$ cat src/rtl/if_fetch_stage.sv
// Instruction-fetch front end: owns the fetch PC, drives a synchronous Imem
// and buffers returned words in a skid FIFO ahead of decode.
module if_fetch_stage #(
    parameter logic [31:0] RESET_PC   = 32'h0000_0000,
    parameter int          IMEM_AW    = 8,
    parameter int          FIFO_DEPTH = 2
) (
    input  logic               clk,
    input  logic               rst,
    output logic               imem_en,
    output logic [IMEM_AW-1:0] imem_addr,
    input  logic [31:0]        imem_rdata,
    input  logic               redirect_valid,
    input  logic [31:0]        redirect_pc,
    output logic               out_valid,
    input  logic               out_ready,
    output logic [31:0]        out_instr,
    output logic [31:0]        out_pc,
    output logic [31:0]        out_pc_plus4
);

    localparam int PW = $clog2(FIFO_DEPTH);
    localparam int CW = PW + 1;

    typedef logic [PW-1:0] ptr_t;
    typedef logic [CW-1:0] cnt_t;
    typedef logic [CW:0]   cred_t;

    logic [31:0] fetch_pc;
    logic [31:0] issued_pc;
    logic        inflight;

    logic [31:0] pc_mem    [FIFO_DEPTH];
    logic [31:0] instr_mem [FIFO_DEPTH];
    ptr_t        rd_ptr;
    ptr_t        wr_ptr;
    cnt_t        count;

    logic        has_data;
    logic        pop;
    logic        push;
    cred_t       credit;
    logic        unused_bits;

    assign unused_bits = ^redirect_pc[1:0];

    assign has_data  = (count != '0);
    assign out_valid = has_data && !redirect_valid;
    assign pop       = out_valid && out_ready;
    assign push      = inflight && !redirect_valid;

    // Occupancy the FIFO will have once the in-flight word lands.
    assign credit  = cred_t'(count) + cred_t'(inflight) - cred_t'(pop);
    assign imem_en = !rst && !redirect_valid
                   && (credit < cred_t'(FIFO_DEPTH));

    assign imem_addr = fetch_pc[IMEM_AW+1:2];

    assign out_pc       = has_data ? pc_mem[rd_ptr] : 32'h0;
    assign out_instr    = has_data ? instr_mem[rd_ptr] : 32'h0;
    assign out_pc_plus4 = has_data ? pc_mem[rd_ptr] + 32'd4 : 32'h0;

    always_ff @(posedge clk) begin
        if (rst) begin
            fetch_pc  <= RESET_PC;
            issued_pc <= 32'h0;
            inflight  <= 1'b0;
            rd_ptr    <= '0;
            wr_ptr    <= '0;
            count     <= '0;
        end else if (redirect_valid) begin
            fetch_pc <= {redirect_pc[31:2], 2'b00};
            inflight <= 1'b0;
            rd_ptr   <= '0;
            wr_ptr   <= '0;
            count    <= '0;
        end else begin
            if (imem_en) begin
                fetch_pc  <= fetch_pc + 32'd4;
                issued_pc <= fetch_pc;
            end
            inflight <= imem_en;
            if (push)
                wr_ptr <= wr_ptr + ptr_t'(1);
            if (pop)
                rd_ptr <= rd_ptr + ptr_t'(1);
            count <= count + cnt_t'(push) - cnt_t'(pop);
        end
    end

    // Storage needs no reset; occupancy is tracked by count.
    always_ff @(posedge clk) begin
        if (push && !rst) begin
            pc_mem[wr_ptr]    <= issued_pc;
            instr_mem[wr_ptr] <= imem_rdata;
        end
    end

endmodule
$ cat config.mk
export PLATFORM = sky130hd
export DESIGN_NAME = if_fetch_stage
export DESIGN_NICKNAME = d
export VERILOG_FILES = /design/src/rtl/if_fetch_stage.sv
export SDC_FILE = /design/constraint.sdc
export NUM_CORES = 1
export LEC_CHECK = 0
export CAP_MARGIN = 25
export CORE_ASPECT_RATIO = 1.5
export CORE_MARGIN = 2
export CORE_UTILIZATION = 60
export DETAILED_ROUTE_END_ITERATION = 8
export DONT_BUFFER_PORTS = 1
export PLACE_DENSITY = 0.83
export SETUP_SLACK_MARGIN = 0.15
export SYNTH_ARGS = -nofsm -noshare
export SYNTH_HDL_FRONTEND = slang
export SYNTH_SLANG_ARGS = --single-unit
$ cat constraint.sdc
create_clock -name clk -period 5.5 [get_ports clk]
set_clock_uncertainty 0.1 [all_clocks]
set_input_delay 1.1 -clock clk [delete_from_list [all_inputs] [get_ports clk]]
set_output_delay 1.1 -clock clk [all_outputs]
set_load 0.01 [all_outputs]
==> flow_metrics.py, run 1 <==
metrics = {
    "sta": {
        "fin_crit_ns": 4.86,
        "final_hold_viol_count": 0,
        "fmax_mhz": 206,
        "worst_slack_ns": 0.638,
        "slew_violations": 0,
        "setup_viol": 0,
        "rsz0062_at_grt": "false",
        "post-route-period-util_pct": 88.4,
        "fin_setup_tns_ns": 0,
        "tightestPinTransition_ns": 0.955,
        "max_slew_margin_pct": 36.2,
    },
    "yosys": {
        "ys_seq_area_share_pct": 58.6,
        "synthArstFlopShare_pct": 0,
        "synth_edf_count": 124,
        "yosysWarnings": 0,
        "synth_seq_cells": 190,
        "synth.avg_cell_area_sq_um": 10.7,
        "synth_cells": 806,
        "yosysUniqueCellTypes": 61,
        "yosys_most_used_dff": "edfxtp_1",
        "syn_area_sq_um": 8610,
    },
    "critical_path": {
        "cp_common_cell": "nand4_1",
        "cp_data_required_time_ns": 4.30,
        "critPathCaptureType": "primary output",
        "worstPathArrival_ns": 3.66,
        "crit_buf_inv": 1,
        "path_max_fanout": 54,
        "path_depth": 6,
        "cp_slowest_cell": "buf_4",
        "crit_path_start_kind": "flip-flop",
        "rr_worst_depth": 10,
        "critical_path.cell_chain": "buf_4 > nand4_1 > o21ai_1 > nand4_1 > o31a_1 > nor3_1",
        "criticalPathCategory": "flip-flop to primary output",
        "crit_family": "simple AND/OR/NAND/NOR gates",
        "critPathMaxStageDelay_ns": 0.72,
    },
    "routing": {
        "ant_nets": 0,
        "wl_per_cell_um": 18.6,
        "drt_iter0_drc": 405,
        "vias_per_cell": 6.18,
        "drcViolationCount": 0,
        "vias": 6101,
        "routed_wl_um": 18400,
        "firstDrtPassIters": 5,
    },
    "final_layout": {
        "final_cell_mix": "124 x edfxtp_1, 112 x nand2_1, 90 x nor2_1",
        "num_antenna_cells": 0,
        "layout_commonest_cell": "edfxtp_1",
        "final_core_util_pct": 66.3,
        "final_nets": 854,
        "fillers": 1040,
        "drive_gt1_share_pct": 7.42,
        "area.growth.synth_to_final_pct": 7.76,
    },
    "flow_run": {
        "cap_violations": 0,
    },
    "floorplan": {
        "io_pins": 174,
        "dieArea_sq_um": 15300,
        "coreArea_sq_um": 14000,
        "initial_utilization_pct": 61.5,
        "die_x_um": 102,
        "die-height_um": 151,
        "fp-row-count": 53,
    },
    "cts": {
        "path_clk_slew_ns": 0.06,
        "cts_resized": 0,
        "insertion_delay_ns": 0.42,
        "clk_path_buf_depth": 2,
        "numCtsBuffers": 17,
        "cts_tree": "done",
        "post-cts-setup-buffers": 0,
        "cts-hold-fix-buffers": 0,
        "clk_root_buffer_cell": "clkbuf_16",
        "clock-sinks": 190,
        "htreeDepth": 4,
    },
    "pwr": {
        "clkPwrFrac_pct": 40.9,
        "power_density_nw_per_um2": 307,
        "pwr-share-comb_pct": 3.8,
        "power_switching_uw": 626,
        "switching_share_pct": 22.0,
        "pwr-share-seq_pct": 55.3,
        "p_leak_nw": 2.92,
        "internal_power_mw": 2.22,
        "peakVddDrop_mv": 0.159,
    },
    "global_route": {
        "grt_pass1_vias": 5851,
        "grtUsageTotal_pct": 23.4,
        "grt_max_degree": 63,
        "grt_pass1_wl_um": 28200,
        "overflow": 0,
        "antenna_found_initial": 0,
    },
    "status": {
        "outcome": "completed",
    },
    "place": {
        "post-place-ws_ns": 1.10,
        "portBuffers": 0,
        "hpwl_um": 13000,
        "gp_congestion": 0.855,
    },
    "hold_path": {
        "min_path_type": "flip-flop to flip-flop",
        "whs_path_depth": 0,
    },
}
registers in the layout, indices dropped and copies added (netlist names), named ones only:
register and cells:
instr_mem 64, pc_mem 60, fetch_pc 30, issued_pc 30, count 2, inflight 1, rd_ptr 1, wr_ptr 1
final cells by class:
class / instances / area (sq um) / share of cell area, %
Sequential cell: 190 / 5050 / 54.4
Multi-Input combinational cell: 550 / 3260 / 35.2
Clock buffer: 20 / 478 / 5.15
Tap cell: 192 / 240 / 2.59
Timing Repair Buffer: 11 / 103 / 1.11
Clock inverter: 12 / 96.3 / 1.04
Inverter: 12 / 45.0 / 0.486
final timing paths:
path	startpoint	endpoint	slack (ns)
hold reg to reg	issued_pc[4]	pc_mem[1][4]	0.36
hold / removal	issued_pc[4]	pc_mem[1][4]	0.36
setup / recovery	flip-flop	out_pc_plus4[22]	0.64
setup reg to reg	count[1]	fetch_pc[25]	1.58
cells by family after synthesis:
family	Yosys count	share of synthesized area, %
fa+ha+maj	4	0.669
buf+inv	69	3.84
simple gates	321	17.4
flops	190	58.6
xor+xnor	18	1.83
mux	61	7.17
compound gates	142	10.4
other cells	1	0.0436
per-stage QoR:
stage | power (mW) | cell area [sq um] | hold slack (ns) | cells
after floorplan | 1.70 | 8620 | 0.325 | 809
after global placement | 1.70 | 8660 | 0.333 | 953
after detailed placement | 1.71 | 8670 | 0.350 | 954
after CTS | 2.86 | 9250 | 0.361 | 986
after global routing | 2.93 | 9270 | 0.372 | 987
final | 2.85 | 9270 | 0.356 | 987
power groups by stage:
stage                     clock network [mW]  registers, mW  logic, mW
after floorplan                            0           1.59      0.103
after global placement                     0           1.60      0.102
after detailed placement                   0           1.60      0.107
after CTS                               1.18           1.57      0.107
after global routing                    1.24           1.58      0.121
final                                   1.16           1.57      0.109
per-layer routing:
| layer | vias up | global-route usage [%] | share of wire [%] |
|---|---|---|---|
| li1 | 2874 | - | - |
| met2 | 242 | 40.0 | 52 |
| met4 | 0 | 11.6 | 2.6 |
| met3 | 45 | 6.64 | 7.6 |
| met5 | - | 0 | 0 |
| met1 | 2940 | 26.6 | 38 |
cells in the mapped netlist (all sizes together), types with 15 or more instances:
master	instances	area, sq um
clkbuf	29	109
a21oi	52	260
a31oi	15	93.8
nand2	112	420
buf	28	176
mux2i	56	561
nand3	29	158
nor3	16	80.1
edfxtp	124	3720
o21ai	22	110
dfxtp	66	1320
nor2	92	345
Note: power is estimated with default switching activity, not from simulation.
==> run 2: changes to the inputs <==
CAP_MARGIN = 20   (was 25)
TNS_END_PERCENT = 30   (was default)
==> run 2 against run 1 <==
Sequential share of layout area increased by 0.18 points. Global-route usage increased by 0.41 points. Setup slack worse by 0.052 ns. Critical endpoint unchanged. Critical path type unchanged.
==> flow_metrics.py, run 2 (synthesis results as in run 1) <==
metrics = {
    "cts": {
        "insertion_delay_ns": 0.42,
        "clk_path_buf_depth": 2,
        "clk_root_buffer_cell": "clkbuf_16",
        "cts_tree": "done",
        "numCtsBuffers": 17,
        "post-cts-setup-buffers": 0,
        "cts-hold-fix-buffers": 0,
        "cts_resized": 0,
        "path_clk_slew_ns": 0.06,
        "htreeDepth": 4,
        "clock-sinks": 190,
    },
    "floorplan": {
        "die-height_um": 151,
        "dieArea_sq_um": 15300,
        "initial_utilization_pct": 61.5,
        "coreArea_sq_um": 14000,
        "die_x_um": 102,
        "fp-row-count": 53,
        "io_pins": 174,
    },
    "critical_path": {
        "critical_path.cell_chain": "mux2_2 > ha_1 > inv_1 > a211oi_1 > nand4_1 > o31a_1 > nor3_1",
        "cp_data_required_time_ns": 4.30,
        "path_max_fanout": 41,
        "critPathCaptureType": "primary output",
        "cp_slowest_cell": "dfxtp_4",
        "criticalPathCategory": "flip-flop to primary output",
        "crit_path_start_kind": "flip-flop",
        "critPathMaxStageDelay_ns": 0.67,
        "worstPathArrival_ns": 3.71,
    },
    "place": {
        "portBuffers": 0,
        "gp_congestion": 0.855,
        "post-place-ws_ns": 1.08,
        "hpwl_um": 12900,
    },
    "hold_path": {
        "min_path_type": "flip-flop to flip-flop",
    },
    "global_route": {
        "grtUsageTotal_pct": 23.8,
        "overflow": 0,
        "antenna_found_initial": 0,
        "grt_pass1_wl_um": 28700,
        "grt_pass1_vias": 5923,
        "grt_max_degree": 63,
    },
    "pwr": {
        "switching_share_pct": 22.9,
        "p_leak_nw": 2.91,
        "power_density_nw_per_um2": 309,
        "peakVddDrop_mv": 0.192,
        "clkPwrFrac_pct": 41.1,
        "power_mw": 2.85,
        "pwr-share-seq_pct": 55.1,
        "pwr-share-comb_pct": 3.8,
        "power_switching_uw": 653,
        "internal_power_mw": 2.20,
    },
    "sta": {
        "fmax_mhz": 203,
        "fin_setup_tns_ns": 0,
        "rsz0062_at_grt": "false",
        "worst_slack_ns": 0.586,
        "slew_violations": 0,
        "max_slew_margin_pct": 30.2,
        "fin_crit_ns": 4.91,
        "setup_viol": 0,
        "tightestPinTransition_ns": 1.04,
        "post-route-period-util_pct": 89.3,
        "final_hold_viol_count": 0,
    },
    "routing": {
        "vias": 6167,
        "drt_iter0_drc": 358,
        "wl_per_cell_um": 18.9,
        "ant_nets": 0,
        "routed_wl_um": 18600,
        "vias_per_cell": 6.25,
        "firstDrtPassIters": 5,
        "drcViolationCount": 0,
    },
    "final_layout": {
        "drive_gt1_share_pct": 7.30,
        "layout_commonest_cell": "edfxtp_1",
        "largestRegisters": "instr_mem: 64 flops, pc_mem: 60 flops",
        "area.growth.synth_to_final_pct": 7.41,
        "num_antenna_cells": 0,
        "largest_reg_flops": 64,
        "final_cell_mix": "124 x edfxtp_1, 112 x nand2_1, 90 x nor2_1",
        "final_core_util_pct": 66.1,
        "ff_latch_area_sq_um": 5050,
        "fillers": 1033,
        "final_nets": 853,
        "multi_input_area_sq_um": 3260,
        "largest-register": "instr_mem",
    },
    "flow_run": {
        "cap_violations": 0,
    },
    "status": {
        "outcome": "completed",
    },
}
[run 2: layout make-up]
type / instances / share of cell area (%)
clock buffer: 18 / 4.87
clock inverter: 14 / 1.31
inverter: 12 / 0.487
multi-input combinational: 550 / 35.3
sequential: 190 / 54.6
tap: 192 / 2.60
timing repair buffer: 10 / 0.812
[run 2: routing by layer]
| metal | up-vias | global-route usage (%) | part of all wire [%] |
|---|---|---|---|
| met5 | - | 0 | 0 |
| met4 | 0 | 10.9 | 2.8 |
| met3 | 56 | 7.43 | 8.4 |
| met2 | 283 | 40.4 | 51 |
| met1 | 2946 | 27.3 | 37 |
| li1 | 2882 | - | - |
[run 2: path summary, 6_finish.rpt]
kind,startpoint,slack [ns],depth (start not counted),end
max,flip-flop,0.59,7,out_pc_plus4[22]
max reg2reg,count[1],1.55,10,fetch_pc[25]
min,issued_pc[16],0.36,0,pc_mem[0][16]
min reg2reg,issued_pc[16],0.36,0,pc_mem[0][16]
[run 2: critical path, delay by kind of cell, from the launching register on]
family,cells,cell delay (ns)
AND/OR/NAND/NOR,2,1.03
AO/OA/AOI/OAI,2,0.99
flip-flops,1,0.67
multiplexers,1,0.29
adder cells (fa/ha/maj),1,0.19
buffers and inverters,1,0.09
[run 2: stage by stage]
| step | instance area [sq um] | hold WS [ns] | std cells |
|---|---|---|---|
| final | 9240 | 0.363 | 986 |
| after global routing | 9240 | 0.374 | 986 |
| after CTS | 9240 | 0.368 | 985 |
| after detailed placement | 8660 | 0.348 | 953 |
| after global placement | 8660 | 0.333 | 953 |
| after floorplan | 8620 | 0.325 | 809 |
[run 2: power by group through the flow]
stage               Clock (mW)  Combinational, mW  Sequential [mW]
floorplan                    0              0.103             1.59
global placement             0              0.102             1.60
detailed placement           0              0.106             1.60
CTS                       1.19              0.107             1.57
global route              1.25              0.120             1.58
finish                    1.17              0.108             1.57
